[config.mk]
export PLATFORM = sky130hd
export DESIGN_NAME = frame_draw_scheduler
export DESIGN_NICKNAME = d
export VERILOG_FILES = /design/src/rtl/draw_pkg.sv /design/src/rtl/frame_tick_gen.sv /design/src/rtl/frame_draw_scheduler.sv
export SDC_FILE = /design/constraint.sdc
export NUM_CORES = 1
export LEC_CHECK = 0
export BUFFER_PORTS_ARGS = -buffer_cell sky130_fd_sc_hd__buf_2
export CORE_UTILIZATION = 51
export DETAILED_ROUTE_END_ITERATION = 7
export GPL_TIMING_DRIVEN = 0
export PLACE_DENSITY = 0.75
export SLEW_MARGIN = 40
export SYNTH_ARGS = -nofsm -noshare
export SYNTH_HDL_FRONTEND = slang
export SYNTH_SLANG_ARGS = --single-unit
[constraint.sdc]
create_clock -name clk -period 3.5 [get_ports clk]
set_clock_uncertainty 0.05 [all_clocks]
set_input_delay 0.35 -clock clk [delete_from_list [all_inputs] [get_ports clk]]
set_output_delay 0.35 -clock clk [all_outputs]
set_load 0.1 [all_outputs]
[src/rtl/draw_pkg.sv]
// Shared screen geometry, colour constants and scheduler state encoding
// for the VGA frame draw path.
package draw_pkg;

    localparam int SCREEN_W = 160;
    localparam int SCREEN_H = 120;

    localparam int X_W      = 8;
    localparam int Y_W      = 7;
    localparam int COLOUR_W = 3;

    localparam logic [COLOUR_W-1:0] BLACK = 3'b000;
    localparam logic [COLOUR_W-1:0] RED   = 3'b100;
    localparam logic [COLOUR_W-1:0] GREEN = 3'b010;

    typedef enum logic {
        CLEAR = 1'b0,
        SERVE = 1'b1
    } state_t;

endpackage

[src/rtl/frame_tick_gen.sv]
// Free-running frame timer: counts 0..CYCLES_PER_FRAME-1 and flags the last
// count of every frame with a single-cycle tick.
module frame_tick_gen #(
    parameter int CYCLES_PER_FRAME = 3_333_333
) (
    input  logic clk,
    input  logic reset_n,
    output logic tick
);

    localparam int               CNT_W = (CYCLES_PER_FRAME > 1) ? $clog2(CYCLES_PER_FRAME) : 1;
    localparam logic [CNT_W-1:0] LAST  = CNT_W'(CYCLES_PER_FRAME - 1);

    logic [CNT_W-1:0] r_count;

    // NOTE: sequential state uses <= so every flop samples pre-edge values.
    always_ff @(posedge clk) begin
        if (!reset_n) begin
            r_count <= '0;
        end else if (r_count == LAST) begin
            r_count <= '0;
        end else begin
            r_count <= r_count + 1'b1;
        end
    end

    assign tick = (r_count == LAST);

endmodule

[src/rtl/frame_draw_scheduler.sv]
// Owns the VGA adapter write port: clears the screen at each frame start,
// then round-robin serves single-pixel plots from two requesters.
module frame_draw_scheduler
    import draw_pkg::*;
#(
    parameter int                   X_MAX            = SCREEN_W,
    parameter int                   Y_MAX            = SCREEN_H,
    parameter int                   CYCLES_PER_FRAME = 3_333_333,
    parameter logic [COLOUR_W-1:0]  CLEAR_COLOUR     = BLACK
) (
    input  logic                clk,
    input  logic                reset_n,
    input  logic                req0,
    input  logic [X_W-1:0]      x0,
    input  logic [Y_W-1:0]      y0,
    input  logic [COLOUR_W-1:0] c0,
    output logic                ack0,
    input  logic                req1,
    input  logic [X_W-1:0]      x1,
    input  logic [Y_W-1:0]      y1,
    input  logic [COLOUR_W-1:0] c1,
    output logic                ack1,
    output logic [X_W-1:0]      vga_x,
    output logic [Y_W-1:0]      vga_y,
    output logic [COLOUR_W-1:0] vga_colour,
    output logic                vga_plot,
    output logic                frame_start,
    output logic                clear_done,
    output logic                overrun
);

    localparam logic [X_W-1:0] X_LAST = X_W'(X_MAX - 1);
    localparam logic [Y_W-1:0] Y_LAST = Y_W'(Y_MAX - 1);

    state_t              r_state;
    logic [X_W-1:0]      r_sx;
    logic [Y_W-1:0]      r_sy;
    logic                r_sweep_done;
    logic                r_new_frame;
    logic                r_prefer1;
    logic                r_plot;
    logic [X_W-1:0]      r_x;
    logic [Y_W-1:0]      r_y;
    logic [COLOUR_W-1:0] r_colour;
    logic                r_ack0;
    logic                r_ack1;
    logic                r_frame_start;
    logic                r_clear_done;
    logic                r_overrun;

    state_t              w_state_nxt;
    logic [X_W-1:0]      w_sx_nxt;
    logic [Y_W-1:0]      w_sy_nxt;
    logic                w_sweep_done_nxt;
    logic                w_new_frame_nxt;
    logic                w_prefer1_nxt;
    logic                w_plot_nxt;
    logic [X_W-1:0]      w_x_nxt;
    logic [Y_W-1:0]      w_y_nxt;
    logic [COLOUR_W-1:0] w_colour_nxt;
    logic                w_ack0_nxt;
    logic                w_ack1_nxt;
    logic                w_frame_start_nxt;
    logic                w_clear_done_nxt;
    logic                w_overrun_nxt;
    logic                w_tick;
    logic                w_elig0;
    logic                w_elig1;

    frame_tick_gen #(
        .CYCLES_PER_FRAME (CYCLES_PER_FRAME)
    ) u_frame_tick_gen (
        .clk     (clk),
        .reset_n (reset_n),
        .tick    (w_tick)
    );

    // A requester whose ack is showing this cycle has not yet dropped its req.
    assign w_elig0 = req0 && !r_ack0;
    assign w_elig1 = req1 && !r_ack1;

    // NOTE: every variable gets a default first so no path can infer a latch.
    always_comb begin
        w_state_nxt       = r_state;
        w_sx_nxt          = r_sx;
        w_sy_nxt          = r_sy;
        w_sweep_done_nxt  = r_sweep_done;
        w_new_frame_nxt   = r_new_frame;
        w_prefer1_nxt     = r_prefer1;
        w_plot_nxt        = 1'b0;
        w_x_nxt           = r_x;
        w_y_nxt           = r_y;
        w_colour_nxt      = r_colour;
        w_ack0_nxt        = 1'b0;
        w_ack1_nxt        = 1'b0;
        w_frame_start_nxt = 1'b0;
        w_clear_done_nxt  = 1'b0;
        w_overrun_nxt     = 1'b0;

        case (r_state)
            CLEAR: begin
                w_overrun_nxt = w_tick;
                if (r_sweep_done) begin
                    w_clear_done_nxt = 1'b1;
                    w_sweep_done_nxt = 1'b0;
                    w_sx_nxt         = '0;
                    w_sy_nxt         = '0;
                    w_state_nxt      = SERVE;
                end else begin
                    w_plot_nxt        = 1'b1;
                    w_x_nxt           = r_sx;
                    w_y_nxt           = r_sy;
                    w_colour_nxt      = CLEAR_COLOUR;
                    w_frame_start_nxt = r_new_frame;
                    w_new_frame_nxt   = 1'b0;
                    if (r_sx == X_LAST) begin
                        w_sx_nxt = '0;
                        if (r_sy == Y_LAST) begin
                            w_sweep_done_nxt = 1'b1;
                        end else begin
                            w_sy_nxt = r_sy + 1'b1;
                        end
                    end else begin
                        w_sx_nxt = r_sx + 1'b1;
                    end
                end
            end

            SERVE: begin
                if (w_tick) begin
                    w_state_nxt     = CLEAR;
                    w_sx_nxt        = '0;
                    w_sy_nxt        = '0;
                    w_new_frame_nxt = 1'b1;
                end else if (w_elig0 && (!w_elig1 || !r_prefer1)) begin
                    w_plot_nxt    = 1'b1;
                    w_x_nxt       = x0;
                    w_y_nxt       = y0;
                    w_colour_nxt  = c0;
                    w_ack0_nxt    = 1'b1;
                    w_prefer1_nxt = 1'b1;
                end else if (w_elig1) begin
                    w_plot_nxt    = 1'b1;
                    w_x_nxt       = x1;
                    w_y_nxt       = y1;
                    w_colour_nxt  = c1;
                    w_ack1_nxt    = 1'b1;
                    w_prefer1_nxt = 1'b0;
                end
            end

            default: w_state_nxt = CLEAR;
        endcase
    end

    always_ff @(posedge clk) begin
        if (!reset_n) begin
            r_state       <= CLEAR;
            r_sx          <= '0;
            r_sy          <= '0;
            r_sweep_done  <= 1'b0;
            r_new_frame   <= 1'b0;
            r_prefer1     <= 1'b0;
            r_plot        <= 1'b0;
            r_x           <= '0;
            r_y           <= '0;
            r_colour      <= '0;
            r_ack0        <= 1'b0;
            r_ack1        <= 1'b0;
            r_frame_start <= 1'b0;
            r_clear_done  <= 1'b0;
            r_overrun     <= 1'b0;
        end else begin
            r_state       <= w_state_nxt;
            r_sx          <= w_sx_nxt;
            r_sy          <= w_sy_nxt;
            r_sweep_done  <= w_sweep_done_nxt;
            r_new_frame   <= w_new_frame_nxt;
            r_prefer1     <= w_prefer1_nxt;
            r_plot        <= w_plot_nxt;
            r_x           <= w_x_nxt;
            r_y           <= w_y_nxt;
            r_colour      <= w_colour_nxt;
            r_ack0        <= w_ack0_nxt;
            r_ack1        <= w_ack1_nxt;
            r_frame_start <= w_frame_start_nxt;
            r_clear_done  <= w_clear_done_nxt;
            r_overrun     <= w_overrun_nxt;
        end
    end

    assign vga_plot    = r_plot;
    assign vga_x       = r_x;
    assign vga_y       = r_y;
    assign vga_colour  = r_colour;
    assign ack0        = r_ack0;
    assign ack1        = r_ack1;
    assign frame_start = r_frame_start;
    assign clear_done  = r_clear_done;
    assign overrun     = r_overrun;

endmodule

======== Yosys cells after proc, flatten, opt, wreduce, memory -nomap -nowiden ========
Cells that the tools add are included.
storage, ports and cells
  input port bits ......................... 40
  word-level logic and storage cells ...... 90
  register bits ........................... 65
  output and inout bits ................... 24
operators by class
  multiplexer cells ....................... 41
  bitwise operators ....................... 3
  equality and inequality tests ........... 9
  reduce and logical (&&, ||, !) cells .... 18
  add/subtract/negate cells ............... 3
operator list
  operator                                                                  count
  7-bit 2-to-1 mux                                                          8
  8-bit 2-to-1 mux                                                          7
  8-bit one-hot mux with 2 select lines                                     2
  7-bit one-hot mux with 2 select lines                                     2
  22-bit by 1-bit adder with 22-bit output (second input constant)          1
  22-bit equality test (second input constant)                              1
  1-bit 2-to-1 mux                                                          14
  3-bit 2-to-1 mux                                                          4
  3-bit AND reduction                                                       3
  8-bit by 1-bit adder with 8-bit output (second input constant)            1
  8-bit equality test (second input constant)                               1
  7-bit by 1-bit adder with 7-bit output (second input constant)            1
  7-bit equality test (second input constant)                               1
  3-bit inequality test (second input constant)                             2
  1-bit one-hot mux with 2 select lines                                     3
  3-bit one-hot mux with 2 select lines                                     1
  3-bit OR reduction                                                        2
  1-bit zero test                                                           4
  2-bit inequality test (second input constant)                             2
  2-bit OR reduction                                                        2
  4-bit OR reduction                                                        1
  1-bit logical AND                                                         3
  3-bit by 1-bit inequality test with 1-bit output (second input constant)  1
  1-bit NOT                                                                 3
  other kinds (4)                                                           4

======== Depth between registers and ports, before layout ========
Gate-level depths: netlist (run 1).
  depth after elaboration ................. 8
  mapped depth ............................ 7
  gate-level depth less buffers ........... 6

======== Cells and area by module ========
From an unflattened synthesis (run 1), not the netlist that was laid out.
second synthesis, totals
  cells, all modules ...................... 351
  area total of the unflattened synthesis .. 3,166.8 sq um
by module, submodules not included
  module                instances  cells each  seq. area each (sq um)  area each (sq um)
  frame_draw_scheduler  1          231         860.8                   2,088.3
  frame_tick_gen        1          120         440.4                   1,078.5

======== Worst setup path before layout (run 1) ========
No wires, ideal clock.
  path type ............................... register -> register
  start point ............................. register r_ack1 (netlist: ack1)
  end point ............................... register r_x[0] (netlist: vga_x[0])
  data required time ...................... 3.378 ns
  slack ................................... 1.155 ns
  library setup time ...................... 0.072 ns
  buffers on the path ..................... 1
  data arrival time ....................... 2.223 ns
  clock period less this slack ............ 2.345 ns
  stages on the path, launching flop included .. 7
  path through ............................ dfxtp_1 nor2b_1 o21ai_0 a21oi_1 nor2_4 buf_6 mux2i_1
on the way
  longest elaborated chain between the ends .. 8
  elaborated cells between the ends (all ways) .. 10
  those cells by class .................... eq/ne: 1; mux: 3; reduce/logical: 6
ends and longest elaborated chain
  element                                RTL line                     RTL
  start, declared                        frame_draw_scheduler.sv:46   logic r_ack1;
  start signal, assigned                 frame_draw_scheduler.sv:185  r_ack1 <= w_ack1_nxt;
  1-bit zero test (*)                    frame_draw_scheduler.sv:80   assign w_elig1 = req1 && !r_ack1;
  1-bit logical AND (*)                  frame_draw_scheduler.sv:80
  1-bit zero test                        frame_draw_scheduler.sv:135  end else if (w_elig0 && (!w_elig1 || !r_prefer1)) begin
  1-bit logical OR                       frame_draw_scheduler.sv:135
  1-bit logical AND                      frame_draw_scheduler.sv:135
  8-bit 2-to-1 mux                       frame_draw_scheduler.sv:135
  8-bit 2-to-1 mux                       frame_draw_scheduler.sv:130  if (w_tick) begin
  8-bit one-hot mux with 2 select lines  frame_draw_scheduler.sv:100  case (r_state)
  end signal, assigned                   frame_draw_scheduler.sv:181  r_x <= w_x_nxt;
  end, declared                          frame_draw_scheduler.sv:42   logic [X_W-1:0] r_x;
Mark *: on every way between the ends. The rest lies on a longest branch, timed or not. The select of a mux whose other input is x is not followed.
A chain may end at the register's enable or synchronous reset.

======== Worst setup path after layout (run 1) ========
  start point ............................. register u_frame_tick_gen.r_count[14]
  end point ............................... register r_x[3] (netlist: vga_x[3])
on the way
  longest elaborated chain between the ends .. 3
ends and longest elaborated chain
  element                                 RTL line              RTL
  start, declared                         frame_tick_gen.sv:14  logic [CNT_W-1:0] r_count;
  start signal, assigned                  frame_tick_gen.sv:23  r_count <= r_count + 1'b1;
  22-bit equality test                    frame_tick_gen.sv:27  assign tick = (r_count == LAST);
  2-bit inequality test (no source line)  -
  3-bit AND reduction (no source line)    -
Every way passes these cells.

==> results of run 1 <==
## power breakdown
| part | switching [mW] | total (mW) | internal (mW) |
|---|---|---|---|
| Combinational | 0.0637 | 0.106 | 0.0428 |
| Sequential | 0.00941 | 0.757 | 0.748 |
| Clock | 0.282 | 0.683 | 0.402 |
## tightest hold or removal path, stage by stage
cell and delay [ns]:
buf_2 0.09, mux2i_1 0.12, o32ai_1 0.09
## sequential cells by signal, summed over array words and instances, names as in the netlist
register and flops:
u_frame_tick_gen.r_count 22, vga_plot 1, ack0 1, vga_colour 3
r_prefer1 1, vga_y 7, r_new_frame 1, r_sx 8
r_sweep_done 1, r_sy 7, r_state 1, clear_done 1
ack1 1, vga_x 8, frame_start 1, overrun 1
## cell usage after synthesis (all sizes together), types with 5 or more instances
| cell type | number |
|---|---|
| mux2i | 33 |
| buf | 7 |
| xnor2 | 16 |
| nand2 | 45 |
| o21ai | 25 |
| inv | 9 |
| xor2 | 5 |
| a21o | 17 |
| a21oi | 8 |
| a31oi | 5 |
| dfxtp | 65 |
| nor4 | 8 |
| and4 | 5 |
| nand3 | 19 |
| nor2 | 44 |
| clkbuf | 11 |
| nor3 | 12 |
## cells in the final DEF (no fill, tap or decap), drive strengths merged, types with 8 or more instances in the layout
cell type	instances
nand3	19
nor4	8
nand2	45
a21oi	8
buf	70
o21ai	25
nor3	12
a21o	17
inv	9
nor2	44
clkbuf	24
xnor2	16
dfxtp	65
mux2i	33
## area by class of cell
| class | count | area [um^2] |
|---|---|---|
| Fill cell | 524 | 2170 |
| Tap cell | 75 | 93.8 |
| Timing Repair Buffer | 63 | 315 |
| Buffer | 18 | 91.3 |
| Sequential cell | 65 | 1300 |
| Clock inverter | 2 | 35.0 |
| Clock buffer | 13 | 179 |
| Inverter | 9 | 33.8 |
| Multi-Input combinational cell | 286 | 1800 |
## path summary, 6_finish.rpt
path	end	slack, ns	cells after the start
worst min register to register	vga_x[2]	0.41	2
worst max-delay path	vga_x[3]	1.34	6
worst max register to register	vga_x[3]	1.34	6
worst min-delay path	vga_colour[1]	0.30	3
## logic make-up (layout without fill, tap and decap cells)
kind of cell             count (synthesis)  count (layout)  synth area share
AO/OA/AOI/OAI                           71              71             0.140
XOR/XNOR                                21              21            0.0570
adder cells (fa/ha/maj)                  4               4            0.0155
buffers and inverters                   27             105            0.0388
flip-flops                              65              65             0.403
multiplexers                            35              35             0.109
AND/OR/NAND/NOR                        155             155             0.236
## layer usage
layer | part of all wire | wire length, um | global-route usage | up-vias
met1 | 0.46 | 3470 | 0.294 | 1359
met2 | 0.47 | 3510 | 0.395 | 71
met5 | 0 | 0 | 0 | -
met3 | 0.040 | 298 | 0.0422 | 13
met4 | 0.025 | 183 | 0.129 | 0
li1 | - | - | - | 1486
## stage by stage
step / utilization / worst slack [ns] / power (mW) / hold slack, ns / instances
after global placement: 0.604 / 1.33 / 0.878 / 0.391 / 516
after global routing: 0.639 / 1.06 / 1.60 / 0.341 / 531
final: 0.639 / 1.34 / 1.55 / 0.299 / 531
after floorplan: - / 1.16 / 0.841 / 0.379 / 378
after detailed placement: 0.604 / 1.30 / 0.881 / 0.402 / 516
after CTS: 0.639 / 1.34 / 1.55 / 0.298 / 531
==> flow_summary_export.csv, run 1 <==
group,metric,value,unit
logic_synthesis,synthCells,378,
logic_synthesis,synth_flop_cell,"dfxtp_1",
global_routing,grt_overflow,0,
final_layout,drive_gt1_frac,0.208,
timing,final.setup.tns,0,ns
routing,drc,0,
setup_path,crit_family,"simple AND/OR/NAND/NOR gates",
logic_synthesis,synth-seq-cells,65,
timing,drv_slew,0,
floorplan,initial_utilization,0.536,
logic_synthesis,yosys_warnings,0,
setup_path,startpoint_type,"register",
clocking,clkSlewWorstSetupHoldPaths,0.07,ns
floorplan,die_y,81.6,um
clocking,numCtsBuffers,9,
timing,rsz0062_at_grt,"no",
clocking,cts_num_sinks,65,
setup_path,crit_chain,"nand3_1, nor4_1, a21oi_1, nor2_4, buf_6, mux2i_1",
clocking,clkLatencyLatePin,0.35,ns
routing,via_per_inst,5.52,
logic_synthesis,syn_avg_cell_area,8.54,um^2
setup_path,cp_max_fo,10,
timing,min_period,2.16,ns
setup_path,cp.arrival,2.39,ns
clocking,ctsResizeCount,0,
timing,max_slew_margin,0.568,
global_routing,globalRouteTotalUtil,0.239,
clocking,clockRootBuffer,"clkbuf_8",
min_path,hold_class,"in -> reg",
status,status,"finished, final reports clean",
timing,finalSetupViolCount,0,
logic_synthesis,syn_nets,422,
logic_synthesis,async_reset_ff_frac,0,
routing,ant_nets,0,
timing,fmax,0.462,GHz
setup_path,cpPeakStageDelay,0.43,ns
power_and_ir_drop,power_density,402,nW/um^2
routing,dr.pass1.iters,4,
final_layout,syn2layout_area_growth,19.3,%
logic_synthesis,netlist_area,3230,um^2
logic_synthesis,yosys.area.top_type_share,0.403,
final_layout,antenna_cells,0,
final_layout,fin_area,3850,um^2
min_path,hp-start,"c0[1]",
global_routing,grt_start_max_net_pins,11,
setup_path,cp-end-kind,"register",
setup_path,slowest_stage,"nor4_1",
logic_synthesis,synth.area.top_cells,"dfxtp_1, mux2i_1, nand2_1",
setup_path,required,3.72,ns
routing,vias,2929,
floorplan,io_pins,64,
place,gp_congestion,0.916,
power_and_ir_drop,vdd_drop_max,0.262,mV
setup_path,regToRegStartpoint,"u_frame_tick_gen.r_count[14]",
routing,wl_per_cell,14.1,um
final_layout,fin_nets,496,
timing,worst_pin_slew,0.643,ns
logic_synthesis,post_synth_num_cell_types,48,
floorplan,coreArea,6030,um^2
logic_synthesis,ys_seq_area_frac,0.403,
timing,hold_viol_final,0,
setup_path,path_buf_inv,1,
power_and_ir_drop,p_leak,1.51,nW
floorplan,rows,28,
logic_synthesis,yosys.area.top_type,"dfxtp_1",
global_routing,antenna_found_initial,0,
clocking,ctsHoldBuffers,0,
timing,fin_crit_sh,0.619,
logic_synthesis,synth_edf_count,0,
clocking,clk_path_buf_depth,2,
routing,routed_wl,7.46,mm
clocking,cts.htree.levels,3,
global_routing,grt_pass1_vias,2661,
setup_path,crit_start,"u_frame_tick_gen.r_count[14]",
place,dpl.hpwl,5.38,mm
floorplan,die_area,6650,um^2
place,portBuffers,63,
floorplan,die_x,81.6,um
place,dpl-instance-area,3640,um^2
clocking,cts_setup_buffers,0,
clocking,cts_tree,"done",
flow_run,drv_cap,0,
routing,drt_iter0_drc,164,
setup_path,critical_path_class,"reg -> reg",
global_routing,grt_pass1_wl,12.0,mm
Power figures use the tool's default switching activity.
==> run 2: changes to the inputs <==
- CORE_UTILIZATION: 51 -> 50
- PLACE_DENSITY: 0.75 -> 0.76
- clock period: 3.5 -> 1.9 ns (I/O delays scaled with it)
==> run 2 against run 1 <==
  * Maximum frequency is 15% higher
  * Utilization is 3.9 points higher
  * Die area is 1.9% higher
  * Largest power group unchanged
==> flow_summary_export.csv, run 2 (synthesis gave the netlist of run 1 again) <==
group,metric,value,unit
final_layout,layout_commonest_cell,"buf_2",
timing,max_slew_margin,0.633,
min_path,holdPathStages,3,
clocking,cts.htree.levels,3,
clocking,numCtsBuffers,9,
routing,ant_nets,0,
place,portBuffers,63,
setup_path,startpoint_type,"register",
final_layout,syn2layout_area_growth,27.4,%
power_and_ir_drop,power_density,632,nW/um^2
status,status,"finished, final reports clean",
routing,routed_wl,8.01,mm
setup_path,worstRegToRegCells,6,
timing,finalSetupViolCount,0,
timing,final.setup.tns,0,ns
power_and_ir_drop,vdd_drop_max,0.380,mV
global_routing,globalRouteTotalUtil,0.238,
timing,rsz0062_at_grt,"yes",
floorplan,die_area,6780,um^2
floorplan,coreArea,6060,um^2
final_layout,largest_reg_flops,22,
clocking,cts_num_sinks,65,
clocking,clkSlewWorstSetupHoldPaths,0.07,ns
final_layout,drive_gt1_frac,0.302,
place,dp.cells,516,
final_layout,antenna_cells,0,
floorplan,initial_utilization,0.533,
setup_path,cp.arrival,2.07,ns
final_layout,final_cell_mix,"buf_2, dfxtp_1, nand2_1",
floorplan,die_y,82.4,um
place,gp_congestion,0.920,
power_and_ir_drop,pwr-share-clk,0.387,
timing,hold_viol_final,0,
floorplan,rows,28,
clocking,cts_tree,"done",
final_layout,fin_cells,545,
routing,vias,3043,
routing,drc,0,
power_and_ir_drop,p_comb_frac,0.080,
final_layout,top_register,"u_frame_tick_gen.r_count",
setup_path,cp-end-kind,"register",
routing,dr.pass1.iters,4,
global_routing,grt_overflow,0,
power_and_ir_drop,power_frac_seq,0.533,
routing,via_per_inst,5.58,
routing,drt_iter0_drc,152,
clocking,clk_path_buf_depth,2,
global_routing,antenna_found_initial,0,
setup_path,required,2.09,ns
timing,min_period,1.88,ns
min_path,hold_class,"in -> reg",
setup_path,cp_max_fo,6,
global_routing,grt_pass1_vias,2650,
floorplan,io_pins,64,
global_routing,grt_pass1_wl,12.2,mm
power_and_ir_drop,power.switching,0.674,mW
timing,whs,0.141,ns
floorplan,die_x,82.4,um
clocking,clkLatencyLatePin,0.35,ns
setup_path,critical_path_class,"reg -> reg",
power_and_ir_drop,switching_share,0.259,
flow_run,drv_cap,0,
place,dpl.hpwl,5.53,mm
timing,fmax,0.532,GHz
timing,drv_slew,0,
power_and_ir_drop,p_leak,1.60,nW
global_routing,grt_start_max_net_pins,13,
routing,wl_per_cell,14.7,um
timing,worst_pin_slew,0.551,ns
final_layout,fin_nets,509,
timing,fin_crit_sh,0.990,
power_and_ir_drop,power.internal,1.93,mW
clocking,clockRootBuffer,"clkbuf_8",
## run 2: cell types whose count changed in the layout (fill, tap and decap cells not counted), moves of 3 or more
cell / before / now
clkbuf_8: 13 / 9
dfxtp_4: 0 / 7
buf_4: 1 / 13
dfxtp_1: 65 / 46
nor4_1: 7 / 4
dfxtp_2: 0 / 12
## run 2: layout make-up
cell class	instances	area, um^2
buffer	18	105
timing repair buffer	76	443
multi-input combinational	286	1930
tap	75	93.8
fill	496	1950
clock buffer	11	131
inverter	9	33.8
sequential	65	1340
clock inverter	5	33.8
## run 2: path summary, 6_finish.rpt
kind | from | end | slack, ns
setup / recovery | r_sx[5] | r_sy[5] | 0.02
hold reg to reg | vga_y[6] | vga_y[6] | 0.41
hold / removal | c0[0] | vga_colour[0] | 0.14
setup reg to reg | r_sx[5] | r_sy[5] | 0.02
## run 2: repair_timing
action,CTS,global route
cloned,0,1
endpoints found under the setup margin,46,52
hold buffers,0,0
gates resized for setup,21,32
setup buffers,5,7
pin swaps,6,8
## run 2: through the flow
step | area, um^2 | setup slack (ns) | power (mW) | util
3_3_place_gp | 3640 | -0.203 | 1.62 | 0.601
4_1_cts | 3930 | 0.0104 | 2.62 | 0.648
3_5_place_dp | 3640 | -0.303 | 1.62 | 0.601
6_report | 4110 | 0.0189 | 2.60 | 0.678
2_1_floorplan | 3240 | 0.0254 | 1.55 | -
5_1_grt | 4110 | -0.0534 | 2.71 | 0.678
## run 2: power by group through the flow
| stage | registers, mW | clock network [mW] | logic [mW] |
|---|---|---|---|
| 2_1_floorplan | 1.45 | 0 | 0.0950 |
| 3_3_place_gp | 1.42 | 0 | 0.193 |
| 3_5_place_dp | 1.42 | 0 | 0.198 |
| 4_1_cts | 1.39 | 1.02 | 0.204 |
| 5_1_grt | 1.39 | 1.09 | 0.227 |
| 6_report | 1.39 | 1.01 | 0.208 |
## run 2: layer usage
layer / up-vias / part of all wire / track usage / wire [um]
met5: - / 0 / 0 / 0
met4: 0 / 0.024 / 0.114 / 191
met3: 21 / 0.058 / 0.0593 / 461
met2: 105 / 0.48 / 0.405 / 3880
met1: 1403 / 0.43 / 0.279 / 3480
li1: 1514 / - / - / -
## run 2: worst max-delay path, cell delays in order, from the launching register on
cell	delay, ns
dfxtp_4	0.35
or3b_4	0.40
or2_0	0.25
buf_6	0.15
nor3_4	0.19
a31oi_1	0.11
a311o_1	0.28
